<file path="config.mk">
export PLATFORM = sky130hd
export DESIGN_NAME = exe_mem_reg
export DESIGN_NICKNAME = d
export VERILOG_FILES = /design/src/rtl/exe_mem_reg.sv
export SDC_FILE = /design/constraint.sdc
export NUM_CORES = 1
export LEC_CHECK = 0
export ABC_AREA = 1
export BUFFER_PORTS_ARGS = -buffer_cell sky130_fd_sc_hd__buf_2
export CORE_MARGIN = 3
export CORE_UTILIZATION = 42
export CTS_BUF_LIST = sky130_fd_sc_hd__clkbuf_4
export DETAILED_ROUTE_END_ITERATION = 6
export MAX_ROUTING_LAYER = met4
export PLACE_DENSITY = 0.78
export SYNTH_ARGS = -nofsm -noshare
export SYNTH_HDL_FRONTEND = slang
export SYNTH_SLANG_ARGS = --single-unit
export TNS_END_PERCENT = 50
</file>
<file path="constraint.sdc">
create_clock -name clk -period 4 [get_ports clk]
set_input_delay 0.4 -clock clk [delete_from_list [all_inputs] [get_ports clk]]
set_output_delay 0.4 -clock clk [all_outputs]
set_load 0.05 [all_outputs]
</file>
<file path="src/rtl/exe_mem_reg.sv">
// exe_mem_reg: EXE->MEM pipeline register for a MIPS-style pipeline.
// Captures the EXE-stage instruction, checks load/store alignment, merges
// the alignment fault into the exception flags, and pre-computes byte
// enables and lane-replicated store data for the data memory port.
// Every MEM_* output is driven straight from flops. EXE_Ready is the only
// output with a combinational path, and it depends only on MEM_Stall.
module exe_mem_reg (
   input  logic        clk,
   input  logic        rst,
   input  logic        EXE_Valid,
   input  logic [31:0] EXE_ALUOut,
   input  logic [8:0]  EXE_ExceptType,
   input  logic [31:0] EXE_PC,
   input  logic [31:0] EXE_StoreData,
   input  logic [3:0]  EXE_MemOp,
   input  logic        EXE_RegWr,
   input  logic [4:0]  EXE_Dst,
   input  logic        MEM_Stall,
   input  logic        MEM_Flush,
   output logic        EXE_Ready,
   output logic        MEM_Valid,
   output logic [31:0] MEM_ALUOut,
   output logic [31:0] MEM_PC,
   output logic [3:0]  MEM_MemOp,
   output logic [4:0]  MEM_Dst,
   output logic [8:0]  MEM_ExceptType,
   output logic        MEM_HasExcept,
   output logic [31:0] MEM_StoreData,
   output logic [3:0]  MEM_ByteEn,
   output logic        MEM_MemRd,
   output logic        MEM_MemWr,
   output logic        MEM_RegWr
);

   // Memory operation encoding. Codes 9-15 are treated as no access.
   typedef enum logic [3:0] {
      MOP_NONE = 4'd0,
      MOP_LB   = 4'd1,
      MOP_LBU  = 4'd2,
      MOP_LH   = 4'd3,
      MOP_LHU  = 4'd4,
      MOP_LW   = 4'd5,
      MOP_SB   = 4'd6,
      MOP_SH   = 4'd7,
      MOP_SW   = 4'd8
   } mem_op_e;

   // Bit positions of the alignment faults in the exception vector.
   localparam int unsigned EXC_WR_ADDR = 2;
   localparam int unsigned EXC_RD_ADDR = 1;

   // Contents of the MEM stage. An all-zero value is the bubble.
   typedef struct packed {
      logic        valid;
      logic [31:0] alu_out;
      logic [31:0] pc;
      logic [3:0]  mem_op;
      logic [4:0]  dst;
      logic [8:0]  except_type;
      logic [31:0] store_data;
      logic [3:0]  byte_en;
      logic        mem_rd;
      logic        mem_wr;
      logic        reg_wr;
   } stage_t;

   stage_t stage_q, stage_d;

   logic        is_load;
   logic        is_store;
   logic        misaligned;
   logic [3:0]  byte_en_raw;
   logic [31:0] store_data_raw;
   logic [8:0]  except_merged;
   logic        has_except;

   assign EXE_Ready = !MEM_Stall;

   // Decode the EXE memory op: access type, alignment, lanes and store data.
   // NOTE: every signal assigned in this block gets a default first, so no
   // path through the case can leave one unassigned and infer a latch.
   always_comb begin
      is_load        = 1'b0;
      is_store       = 1'b0;
      misaligned     = 1'b0;
      byte_en_raw    = 4'b0000;
      store_data_raw = 32'h0;
      case (EXE_MemOp)
         MOP_LB, MOP_LBU: begin
            is_load     = 1'b1;
            byte_en_raw = 4'b0001 << EXE_ALUOut[1:0];
         end
         MOP_LH, MOP_LHU: begin
            is_load     = 1'b1;
            misaligned  = EXE_ALUOut[0];
            byte_en_raw = EXE_ALUOut[1] ? 4'b1100 : 4'b0011;
         end
         MOP_LW: begin
            is_load     = 1'b1;
            misaligned  = |EXE_ALUOut[1:0];
            byte_en_raw = 4'b1111;
         end
         MOP_SB: begin
            is_store       = 1'b1;
            byte_en_raw    = 4'b0001 << EXE_ALUOut[1:0];
            store_data_raw = {4{EXE_StoreData[7:0]}};
         end
         MOP_SH: begin
            is_store       = 1'b1;
            misaligned     = EXE_ALUOut[0];
            byte_en_raw    = EXE_ALUOut[1] ? 4'b1100 : 4'b0011;
            store_data_raw = {2{EXE_StoreData[15:0]}};
         end
         MOP_SW: begin
            is_store       = 1'b1;
            misaligned     = |EXE_ALUOut[1:0];
            byte_en_raw    = 4'b1111;
            store_data_raw = EXE_StoreData;
         end
         default: ;
      endcase
   end

   // Merge alignment faults into the incoming exception flags.
   always_comb begin
      except_merged              = EXE_ExceptType;
      except_merged[EXC_RD_ADDR] = EXE_ExceptType[EXC_RD_ADDR] | (is_load & misaligned);
      except_merged[EXC_WR_ADDR] = EXE_ExceptType[EXC_WR_ADDR] | (is_store & misaligned);
      has_except                 = |except_merged;
   end

   // Build the next stage contents. An excepting instruction stays valid so
   // MEM can commit the exception, but every side effect is suppressed. The
   // address is still captured because it is the BadVAddr source.
   always_comb begin
      stage_d = '0;
      if (EXE_Valid) begin
         stage_d.valid       = 1'b1;
         stage_d.alu_out     = EXE_ALUOut;
         stage_d.pc          = EXE_PC;
         stage_d.mem_op      = EXE_MemOp;
         stage_d.dst         = EXE_Dst;
         stage_d.except_type = except_merged;
         stage_d.store_data  = store_data_raw;
         stage_d.byte_en     = has_except ? 4'b0000 : byte_en_raw;
         stage_d.mem_rd      = is_load  & !has_except;
         stage_d.mem_wr      = is_store & !has_except;
         stage_d.reg_wr      = EXE_RegWr & !has_except;
      end
   end

   // Stage register. Priority: reset, then flush, then stall, then capture.
   // NOTE: sequential state uses non-blocking assignments only, so every
   // flop samples the values from before the clock edge.
   // NOTE: the reset is asynchronous, so the outputs clear without a clock
   // edge. The stage holds only a few flops, so all of them are reset.
   always_ff @(posedge clk or posedge rst) begin
      if (rst) begin
         stage_q <= '0;
      end else if (MEM_Flush) begin
         stage_q <= '0;
      end else if (!MEM_Stall) begin
         stage_q <= stage_d;
      end
   end

   assign MEM_Valid      = stage_q.valid;
   assign MEM_ALUOut     = stage_q.alu_out;
   assign MEM_PC         = stage_q.pc;
   assign MEM_MemOp      = stage_q.mem_op;
   assign MEM_Dst        = stage_q.dst;
   assign MEM_ExceptType = stage_q.except_type;
   assign MEM_HasExcept  = |stage_q.except_type;
   assign MEM_StoreData  = stage_q.store_data;
   assign MEM_ByteEn     = stage_q.byte_en;
   assign MEM_MemRd      = stage_q.mem_rd;
   assign MEM_MemWr      = stage_q.mem_wr;
   assign MEM_RegWr      = stage_q.reg_wr;

endmodule

</file>
==> results of run 1 <==
[how the worst max path moves through the flow]
| stage | slack, ps | cells past startpoint | end | from |
|---|---|---|---|---|
| after floorplan | 360 | 1 | MEM_ALUOut[0]$_DFFE_PP0P_ | rst |
| after global placement | 1870 | 7 | MEM_RegWr$_DFFE_PP0P_ | MEM_Flush |
| after detailed placement | 1790 | 5 | MEM_ExceptType[1]$_DFFE_PP0P_ | MEM_Flush |
| after CTS | 1950 | 3 | MEM_HasExcept | MEM_ExceptType[1]$_DFFE_PP0P_ |
| after global routing | 1890 | 3 | MEM_HasExcept | MEM_ExceptType[0]$_DFFE_PP0P_ |
| final | 2020 | 3 | MEM_HasExcept | MEM_ExceptType[1]$_DFFE_PP0P_ |
[layout by cell type (no fill, tap or decap), drive strengths merged]
cell type,synthesis,final
a21oi,11,11
a22o,75,75
buf,21,247
bufinv,0,2
clkbuf,5,18
clkinv,0,8
clkinvlp,0,4
dfrtp,122,122
dlygate4sd3,0,1
inv,35,35
nand2,117,117
nand3,17,17
nand4,1,1
nor2,15,15
nor3,3,3
nor4,2,2
o21ai,35,35
o311ai,8,8
[flip-flops by register name (all words and copies together), names as in the netlist, 4 cells and up]
signal          count
MEM_ExceptType      9
MEM_Dst             5
MEM_MemOp           4
MEM_ALUOut         32
MEM_ByteEn          4
MEM_PC             32
MEM_StoreData      32
[what timing repair did]
action                                 CTS  global route
resized for setup                        0             0
endpoints found under the hold margin   48             0
hold buffers                             1             0
buffers inserted                         0             0
[cell families (layout without fill, tap and decap cells)]
group / Yosys count / in the layout / synth area share
AND/OR/NAND/NOR: 155 / 155 / 0.140
AO/OA/AOI/OAI: 129 / 129 / 0.199
flip-flops: 122 / 122 / 0.606
buffers and inverters: 61 / 315 / 0.0547
[cell type report]
class	count	area, um2
Tap cell	143	179
Fill cell	1036	4950
Timing Repair Buffer	248	1270
Clock inverter	14	131
Multi-Input combinational cell	284	1710
Sequential cell	122	3050
Clock buffer	18	135
Inverter	35	136
[cells in the mapped netlist]
library cell  count
inv_1            30
o21ai_1           9
nand4_1           1
nand2_4           3
nor2_1           10
o21ai_0          26
a22o_1           75
inv_2             4
nor2_2            3
clkbuf_1          5
nand3_1          13
buf_6             2
nor3_1            2
nand3_2           4
o311ai_1          1
nand2_1         108
a21oi_1          11
o311ai_2          6
nor3_4            1
nor4_1            2
buf_4             2
dfrtp_1         122
nor2_4            2
nand2_2           6
o311ai_0          1
buf_2            17
inv_4             1
[metrics by stage]
stage               hold slack (ps)  setup WS [ps]
finish                         86.1           2020
global route                   17.0           1890
CTS                            41.0           1950
detailed placement              465           1790
global placement                460           1870
floorplan                       510            357
[report_power, final]
group          internal [mW]  switching [mW]  leakage (nW)
clock network          0.367           0.462         0.138
logic                  0.106           0.271          2.07
registers               1.27          0.0200          1.68
[layer usage]
metal	part of all wire	GRT usage
met1	0.41	0.277
met2	0.50	0.351
met3	0.071	0.0543
met4	0.017	0.0845
met5	0	-
==> summary.md, run 1 <==
| Metric | Value |
|---|---|
| Status | `finished clean` |
| Root buf cell | `clkbuf_4` |
| Synth Instances | `467` |
| Post-synth top area cell | `dfrtp_1` |
| Routed Antenna Nets | `0` |
| DRT iter0 DRCs | `333` |
| Buf/Inv on CP | `1` |
| Worst Hold Class | `input pin to register` |
| Overflow after GRT | `0` |
| Delay of the slowest critical-path stage | `430 ps` |
| Sequential-to-total area share from yosys stat | `0.606` |
| Num CTS Buffers | `17` |
| Ant diodes | `0` |
| Yosys Warn Count | `0` |
| Drt drc | `0` |
| Routed wire length | `14.5 mm` |
| Crit path max fanout | `3` |
| Syn-to-layout area delta | `31.4%` |
| Avg WL per Cell | `16.8 um` |
| Worst r2r src | `MEM_ALUOut[10]$_DFFE_PP0P_` |
| Share of layout cells above drive strength 1 | `0.427` |
| Cell variety after synth | `27` |
| Hold EP | `MEM_ALUOut[18]$_DFFE_PP0P_` |
| Fin util | `0.572` |
| Peak VDD IR | `0.000192 V` |
| Syn_nets | `587` |
| Antenna violations before repair | `0` |
| DP HPWL | `10.5 mm` |
| Setup crit end kind | `primary output` |
| RSZ-0062 raised after global routing | `no` |
| GRT Util Overall | `0.222` |
| Final net count | `828` |
| Worst-path clk slew | `120 ps` |
| Total negative slack | `0 ps` |
| Worst Tran Pin Value | `784 ps` |
| # IOs | `244` |
| Max cap viols | `0` |
| Port bufs | `243` |
| CTS tree | `built` |
| Post-synthesis average cell area | `10.8 um2` |
| Dpl cell area | `6340 um2` |
| Mapped Area | `5040 um2` |
| Largest net degree at the start of global routing | `78` |
| First-pass DRT Iterations | `5` |
| Initial Utilization | `0.435` |
| Power Density | `377 nW/um2` |
| Worst-path cell chain | `nor4_1 > nand3_1 > buf_2` |
| P_leak | `3.88 nW` |
| First-pass GRT wire length | `22.6 mm` |
| Crit path DAT | `1580 ps` |
| Gpl congestion | `0.860` |
| Core Area | `11600 um2` |
| Routed vias/inst | `5.28` |
| # setup viols final | `0` |
| Die area | `13300 um2` |
| Share of the synthesized area in the top cell type | `0.606` |
| R2R Setup Slk | `3260 ps` |
| Placed cell count | `831` |
| Vias in the first global route | `4466` |
| Largest delay share family, worst path | `flip-flops` |
| Vias post-DR | `4558` |
| Startpoint Class | `register` |
| CTS HTree Levels | `4` |
| Chip height | `116 um` |
| Clock skew | `0 ps` |
| Minimum clock period | `1980 ps` |
| Clock Tree Buf Depth | `2` |
| Worst Path Class, Setup | `register to primary output` |
| Hold path startpoint | `EXE_ALUOut[18]` |
| Max-Slew Margin vs Limit | `0.477` |
| DIE WIDTH | `116 um` |
| Clock sinks | `122` |
| Finished Layout Cells | `864` |
| Core Rows | `39` |
| Fin area | `6620 um2` |
| Hold Crit Depth | `2` |
| Worst Path Required | `3600 ps` |
| Slew Viols, Final | `0` |
| Worst Reg-to-Reg Cells | `1` |
| Worst r2r dst | `MEM_ALUOut[10]$_DFFE_PP0P_` |
| Final Cycle Share | `0.494` |
| Synth Register Bits | `122` |
| Skew-Pair Late Insertion Delay | `510 ps` |
| Tot Pwr | `2.49 mW` |
| Crit-path slowest cell | `dfrtp_1` |
| Fin. Hold Viols | `0` |
| Top cells by area, synth | `dfrtp_1 (61%), a22o_1 (13%), nand2_1 (8.0%), o21ai_0 (2.6%), inv_1 (2.2%)` |
| FMAX | `506 MHz` |
(Power assumes the default switching activity.)
==> inputs of run 2 (changes only) <==
--- a/config.mk
+++ b/config.mk
@@ -12,7 +12,7 @@
 export CTS_BUF_LIST = sky130_fd_sc_hd__clkbuf_4
 export DETAILED_ROUTE_END_ITERATION = 6
 export MAX_ROUTING_LAYER = met4
-export PLACE_DENSITY = 0.78
+export PLACE_DENSITY = 0.81
 export SYNTH_ARGS = -nofsm -noshare
 export SYNTH_HDL_FRONTEND = slang
 export SYNTH_SLANG_ARGS = --single-unit
==> constraint.sdc (replaced) <==
create_clock -name clk -period 1.8 [get_ports clk]
set_input_delay 0.18 -clock clk [delete_from_list [all_inputs] [get_ports clk]]
set_output_delay 0.18 -clock clk [all_outputs]
set_load 0.05 [all_outputs]
==> run 2 against run 1 <==
  * Total power grew to 2.5 times the previous value
  * Largest power group unchanged
  * Sequential share of layout area is 7.9 points lower
  * Highest routed layer unchanged
  * Utilization is 12 points higher
  * Register-to-register slack worse by 2800 ps
==> summary.md, run 2 (synthesis gave the netlist of run 1 again) <==
| Metric | Value |
|---|---|
| P_leak | `4.48 nW (was 3.88 nW)` |
| # setup viols final | `0 (unchanged)` |
| Slew Viols, Final | `0 (unchanged)` |
| Peak VDD IR | `0.000384 V (was 0.000192 V)` |
| Delay of the slowest critical-path stage | `440 ps (was 430 ps)` |
| DP HPWL | `10.5 mm (about the same)` |
| Sequential fraction of design power | `0.459 (was 0.516)` |
| Antenna violations before repair | `0 (unchanged)` |
| Crit path DAT | `1590 ps (was 1580 ps)` |
| Syn-to-layout area delta | `58.5% (was 31.4%)` |
| Gate power share | `0.172 (was 0.151)` |
| Die area | `13300 um2 (unchanged)` |
| Clock Tree Buf Depth | `2 (unchanged)` |
| Max-Slew Margin vs Limit | `0.642 (was 0.477)` |
| Largest delay share family, worst path | `flip-flops (unchanged)` |
| Worst-path cell chain | `nor4_2 > nand3_1 > buf_2 (was nor4_1 > nand3_1 > buf_2)` |
| DRT iter0 DRCs | `484 (was 333)` |
| Final net count | `955 (was 828)` |
| Worst Tran Pin Value | `537 ps (was 784 ps)` |
| Num CTS Buffers | `17 (unchanged)` |
| CTS tree | `built (unchanged)` |
| Setup crit end kind | `primary output (unchanged)` |
| Share of layout cells above drive strength 1 | `0.368 (was 0.427)` |
| Routed wire length | `18.3 mm (was 14.5 mm)` |
| Startpoint Class | `register (unchanged)` |
| Worst Path Class, Setup | `register to primary output (unchanged)` |
| Largest net degree at the start of global routing | `123 (was 78)` |
| Dpl cell area | `6380 um2 (was 6340 um2)` |
| Routed Antenna Nets | `0 (unchanged)` |
| Core Rows | `39 (unchanged)` |
| DIE WIDTH | `116 um (unchanged)` |
| R2R Setup Slk | `460 ps (was 3260 ps)` |
| Worst Reg-to-Reg Cells | `3 (was 1)` |
| Net Sw Frac | `0.284 (was 0.302)` |
| Clock skew | `0 ps (unchanged)` |
| FMAX | `566 MHz` |
| Worst Path Required | `1620 ps (was 3600 ps)` |
| Clock sinks | `122 (unchanged)` |
| Worst r2r dst | `MEM_StoreData[22]$_DFFE_PP0P_ (was MEM_ALUOut[10]$_DFFE_PP0P_)` |
| Min Hold Slack | `78.1 ps (was 86.1 ps)` |
| Chip height | `116 um (unchanged)` |
| Minimum clock period | `1770 ps` |
| Gpl congestion | `0.937 (was 0.860)` |
| Initial Utilization | `0.435 (unchanged)` |
| NetSw | `1.77 mW (was 0.753 mW)` |
| Max cap viols | `0 (unchanged)` |
| Power Density | `781 nW/um2 (was 377 nW/um2)` |
| Clk pwr share | `0.368 (was 0.333)` |
| Routed vias/inst | `5.42 (was 5.28)` |
| RSZ-0062 raised after global routing | `yes (was no)` |
| Vias in the first global route | `5619 (was 4466)` |
| Commonest non-fill, non-tap cell in the layout | `buf_2 (unchanged)` |
| # IOs | `244 (unchanged)` |
| Internal power | `4.46 mW (was 1.74 mW)` |
| GRT Util Overall | `0.280 (was 0.222)` |
| Skew-Pair Late Insertion Delay | `500 ps (was 510 ps)` |
| Worst-path clk slew | `120 ps (about the same)` |
| # fillers | `777 (was 1036)` |
| Core Area | `11600 um2 (unchanged)` |
| Crit-path slowest cell | `dfrtp_1 (unchanged)` |
| Fin. Hold Viols | `0 (unchanged)` |
| First-pass GRT wire length | `28.3 mm (was 22.6 mm)` |
| Drt drc | `0 (unchanged)` |
| Fin area | `7980 um2 (was 6620 um2)` |
| Crit path max fanout | `3 (unchanged)` |
| Avg WL per Cell | `18.4 um (was 16.8 um)` |
| Most frequent cells in the layout | `buf_2 (243), dlygate4sd3_1 (124), dfrtp_1 (122) (was buf_2 (243), dfrtp_1 (122), nand2_1 (108))` |
| Status | `finished clean (unchanged)` |
| Root buf cell | `clkbuf_4 (unchanged)` |
| Final Cycle Share | `0.981` |
| Port bufs | `243 (unchanged)` |
| Overflow after GRT | `0 (unchanged)` |
| Worst r2r src | `MEM_StoreData[22]$_DFFE_PP0P_ (was MEM_ALUOut[10]$_DFFE_PP0P_)` |
| Hold EP | `MEM_MemOp[2]$_DFFE_PP0P_ (was MEM_ALUOut[18]$_DFFE_PP0P_)` |
| First-pass DRT Iterations | `5 (unchanged)` |
| Hold Crit Depth | `3 (was 2)` |
| CTS HTree Levels | `4 (unchanged)` |
| Hold path startpoint | `EXE_MemOp[2] (was EXE_ALUOut[18])` |
| Worst Hold Class | `input pin to register (unchanged)` |
| Vias post-DR | `5374 (was 4558)` |
| Buf/Inv on CP | `1 (unchanged)` |
[run 2: cell type report]
cell class,instances,area [um2],area share
clock inverter,14,203,0.0254
inverter,35,138,0.0172
timing repair buffer,375,2550,0.320
tap,143,179,0.0224
clock buffer,18,135,0.0169
multi-input combinational,284,1720,0.215
antenna,1,2.50,0.000313
sequential,122,3050,0.382
[run 2: timing repair]
action                                  in CTS  in global routing
pin swaps                                    0                  1
endpoints found under the setup margin       1                  2
hold endpoints to repair                   235                  0
hold buffers                               124                  0
buffers inserted                             0                  2
gates resized for setup                      1                  0
[run 2: through the flow]
step                      instances  worst slack (ps)  setup TNS [ps]  utilization  power, mW
final                           992              33.9               0        0.690       6.23
after global routing            991             -13.8           -13.8        0.690       6.47
after CTS                       989              6.91               0        0.689       6.24
after detailed placement        833               187               0        0.552       3.76
after global placement          833               197               0        0.552       3.74
after floorplan                 467               123               0            -       3.44
[run 2: how the worst max path moves through the flow]
| stage | start | endpoint | depth (start not counted) |
|---|---|---|---|
| 6_report | MEM_ExceptType[0]$_DFFE_PP0P_ | MEM_HasExcept | 3 |
| 3_3_place_gp | MEM_Flush | MEM_StoreData[20]$_DFFE_PP0P_ | 6 |
| 5_1_grt | MEM_ExceptType[0]$_DFFE_PP0P_ | MEM_HasExcept | 3 |
| 3_5_place_dp | MEM_Flush | MEM_StoreData[22]$_DFFE_PP0P_ | 6 |
| 4_1_cts | MEM_ExceptType[1]$_DFFE_PP0P_ | MEM_HasExcept | 3 |
| 2_1_floorplan | rst | MEM_ALUOut[0]$_DFFE_PP0P_ | 1 |
[run 2: per-layer routing]
layer  vias up  part of all wire  global-route usage
met4         0             0.050               0.149
met3        88             0.079              0.0585
met2       338              0.50               0.466
met5         -                 0                   -
met1      2586              0.37               0.317
li1       2362                 -                   -
[run 2: tightest hold or removal path, cell delays in order]
cell and delay, ps:
buf_2 120, inv_1 120, o21ai_0 120
[run 2: power groups by stage]
stage	combinational (mW)	clock, mW	sequential, mW
2_1_floorplan	0.269	0	3.17
3_3_place_gp	0.832	0	2.90
3_5_place_dp	0.847	0	2.91
4_1_cts	1.05	2.33	2.86
5_1_grt	1.13	2.47	2.87
6_report	1.07	2.29	2.86
==> inputs of run 3 (changes only) <==
--- a/config.mk
+++ b/config.mk
@@ -13,6 +13,7 @@
 export DETAILED_ROUTE_END_ITERATION = 6
 export MAX_ROUTING_LAYER = met4
 export PLACE_DENSITY = 0.81
+export RECOVER_POWER = 100
 export SYNTH_ARGS = -nofsm -noshare
 export SYNTH_HDL_FRONTEND = slang
 export SYNTH_SLANG_ARGS = --single-unit
==> run 3 against run 2 <==
  * Hold slack got worse by 12 ps
  * Final area fell by 2.9%
  * Total power fell by 0.57%
  * Worst setup slack improved by 4.2 ps
  * Clock-buffer cell count stayed put
  * Die area unchanged
  * Critical path depth is the same
  * Critical endpoint unchanged
  * Sequential cell count did not move
  * Largest power group unchanged
==> summary.md, run 3 (synthesis gave the netlist of run 1 again) <==
| Metric | Value |
|---|---|
| Overflow after GRT | `0 (unchanged)` |
| Max cap viols | `0 (unchanged)` |
| Routed vias/inst | `5.43 (was 5.42)` |
| Total negative slack | `0 ps (unchanged)` |
| Slew Viols, Final | `0 (unchanged)` |
| Fin area | `7750 um2 (was 7980 um2)` |
| Crit path max fanout | `3 (unchanged)` |
| Delay of the slowest critical-path stage | `440 ps (about the same)` |
| Minimum clock period | `1760 ps (was 1770 ps)` |
| Clock Tree Buf Depth | `2 (unchanged)` |
| Vias post-DR | `5388 (was 5374)` |
| Crit-path slowest cell | `dfrtp_1 (unchanged)` |
| Die area | `13300 um2 (unchanged)` |
| First-pass DRT Iterations | `5 (unchanged)` |
| Worst setup margin | `38.1 ps (was 33.9 ps)` |
| Drt drc | `0 (unchanged)` |
| Worst Path Class, Setup | `register to primary output (unchanged)` |
| Power Density | `799 nW/um2 (was 781 nW/um2)` |
| CTS tree | `built (unchanged)` |
| Setup crit end kind | `primary output (unchanged)` |
| Antenna violations before repair | `0 (unchanged)` |
| Tot Pwr | `6.20 mW (was 6.23 mW)` |
| Crit path DAT | `1580 ps (was 1590 ps)` |
| Skew-Pair Late Insertion Delay | `500 ps (about the same)` |
| DIE WIDTH | `116 um (unchanged)` |
| Chip height | `116 um (unchanged)` |
| DP HPWL | `10.5 mm (unchanged)` |
| Worst-path cell chain | `nor4_2 > nand3_1 > buf_2 (unchanged)` |
| Fin. Hold Viols | `0 (unchanged)` |
| Share of layout cells above drive strength 1 | `0.212 (was 0.368)` |
| Max-Slew Margin vs Limit | `0.194 (was 0.642)` |
| Gpl congestion | `0.937 (unchanged)` |
| DRT iter0 DRCs | `584 (was 484)` |
| P_leak | `3.95 nW (was 4.48 nW)` |
| First-pass GRT wire length | `28.3 mm (unchanged)` |
| Most frequent cells in the layout | `dlygate4sd3_1 (124), dfrtp_1 (122), clkbuf_1 (122) (was buf_2 (243), dlygate4sd3_1 (124), dfrtp_1 (122))` |
| Worst Tran Pin Value | `1210 ps (was 537 ps)` |
| Syn-to-layout area delta | `54.0% (was 58.5%)` |
| Vias in the first global route | `5619 (unchanged)` |
| Port bufs | `243 (unchanged)` |
| Startpoint Class | `register (unchanged)` |
| Largest net degree at the start of global routing | `123 (unchanged)` |
| Routed Antenna Nets | `0 (unchanged)` |
| Pre-CTS setup slack | `187 ps (unchanged)` |
| Placed cell count | `833 (unchanged)` |
| Worst Path Required | `1620 ps (about the same)` |
| Core Rows | `39 (unchanged)` |
| Final net count | `955 (unchanged)` |
| Clock skew | `0 ps (unchanged)` |
| CTS HTree Levels | `4 (unchanged)` |
| Initial Utilization | `0.435 (unchanged)` |
| FMAX | `568 MHz (was 566 MHz)` |
| # setup viols final | `0 (unchanged)` |
| Status | `finished clean (unchanged)` |
| Clock sinks | `122 (unchanged)` |
| Final Cycle Share | `0.979 (was 0.981)` |
| Num CTS Buffers | `17 (unchanged)` |
| Worst Hold Class | `input pin to register (unchanged)` |
| Peak VDD IR | `0.000378 V (was 0.000384 V)` |
| Root buf cell | `clkbuf_4 (unchanged)` |
| Core Area | `11600 um2 (unchanged)` |
| # IOs | `244 (unchanged)` |
| Routed wire length | `18.3 mm (about the same)` |
| Worst-path clk slew | `120 ps (about the same)` |
| RSZ-0062 raised after global routing | `yes (unchanged)` |
| # fillers | `875 (was 777)` |
| GRT Util Overall | `0.280 (unchanged)` |
| Commonest non-fill, non-tap cell in the layout | `dlygate4sd3_1 (was buf_2)` |
| Dpl cell area | `6380 um2 (unchanged)` |
| Avg WL per Cell | `18.4 um (about the same)` |
| Finished Layout Cells | `992 (unchanged)` |
[run 3: cell types whose count changed in the layout (fill, tap and decap cells not counted), moves of 3 or more]
cell / delta
buf_2: -124
clkbuf_1: +122
clkbuf_2: +3
o311ai_0: +4
o311ai_2: -5
[run 3: area by class of cell]
type                            count  area [um2]  share of cell area
Clock inverter                     14         203              0.0261
Timing Repair Buffer              375        2390               0.308
Antenna cell                        1        2.50            0.000323
Tap cell                          143         179              0.0231
Inverter                           35         135              0.0174
Clock buffer                       18         135              0.0174
Multi-Input combinational cell    284        1660               0.214
Sequential cell                   122        3050               0.394
[run 3: stage by stage]
step / hold slack, ps / utilization
floorplan: 290 / -
global placement: 344 / 0.552
detailed placement: 355 / 0.552
CTS: 25.4 / 0.689
global route: 28.1 / 0.670
finish: 65.8 / 0.670
[run 3: path summary, 6_finish.rpt]
| path | slack (ps) | endpoint | cells past startpoint | from |
|---|---|---|---|---|
| hold reg to reg | 490 | MEM_RegWr$_DFFE_PP0P_ | 2 | MEM_RegWr$_DFFE_PP0P_ |
| min in group asynchronous | 480 | MEM_StoreData[17]$_DFFE_PP0P_ | 4 | rst |
| setup / recovery | 40 | MEM_HasExcept | 3 | MEM_ExceptType[0]$_DFFE_PP0P_ |
| max in group asynchronous | 350 | MEM_MemRd$_DFFE_PP0P_ | 4 | rst |
| hold / removal | 70 | MEM_MemOp[2]$_DFFE_PP0P_ | 3 | EXE_MemOp[2] |
| setup reg to reg | 430 | MEM_StoreData[22]$_DFFE_PP0P_ | 3 | MEM_StoreData[22]$_DFFE_PP0P_ |
[run 3: report_power, final]
group          total (mW)  internal, mW  leakage [nW]  switching (mW)
Clock                2.29          1.24         0.171            1.05
Sequential           2.87          2.81          1.68          0.0514
Combinational        1.04         0.382          2.10           0.658
[run 3: what timing repair did]
item	4_1_cts	5_1_grt
setup buffers	0	2
setup endpoints to repair	1	2
hold endpoints to repair	235	0
hold buffers	124	0
pin swaps	0	1
gates resized for setup	1	0
[run 3: critical path: cells and delay by family, from the launching register on]
family                 cells  cell delay, ps
and+or+nand+nor            2             400
DFF                        1             440
buffers and inverters      1             230
[run 3: routing by layer]
layer / track usage / part of all wire / vias to the layer above
li1: - / - / 2363
met1: 0.317 / 0.38 / 2615
met2: 0.466 / 0.50 / 336
met3: 0.0585 / 0.080 / 74
met4: 0.149 / 0.047 / 0
met5: - / 0 / -
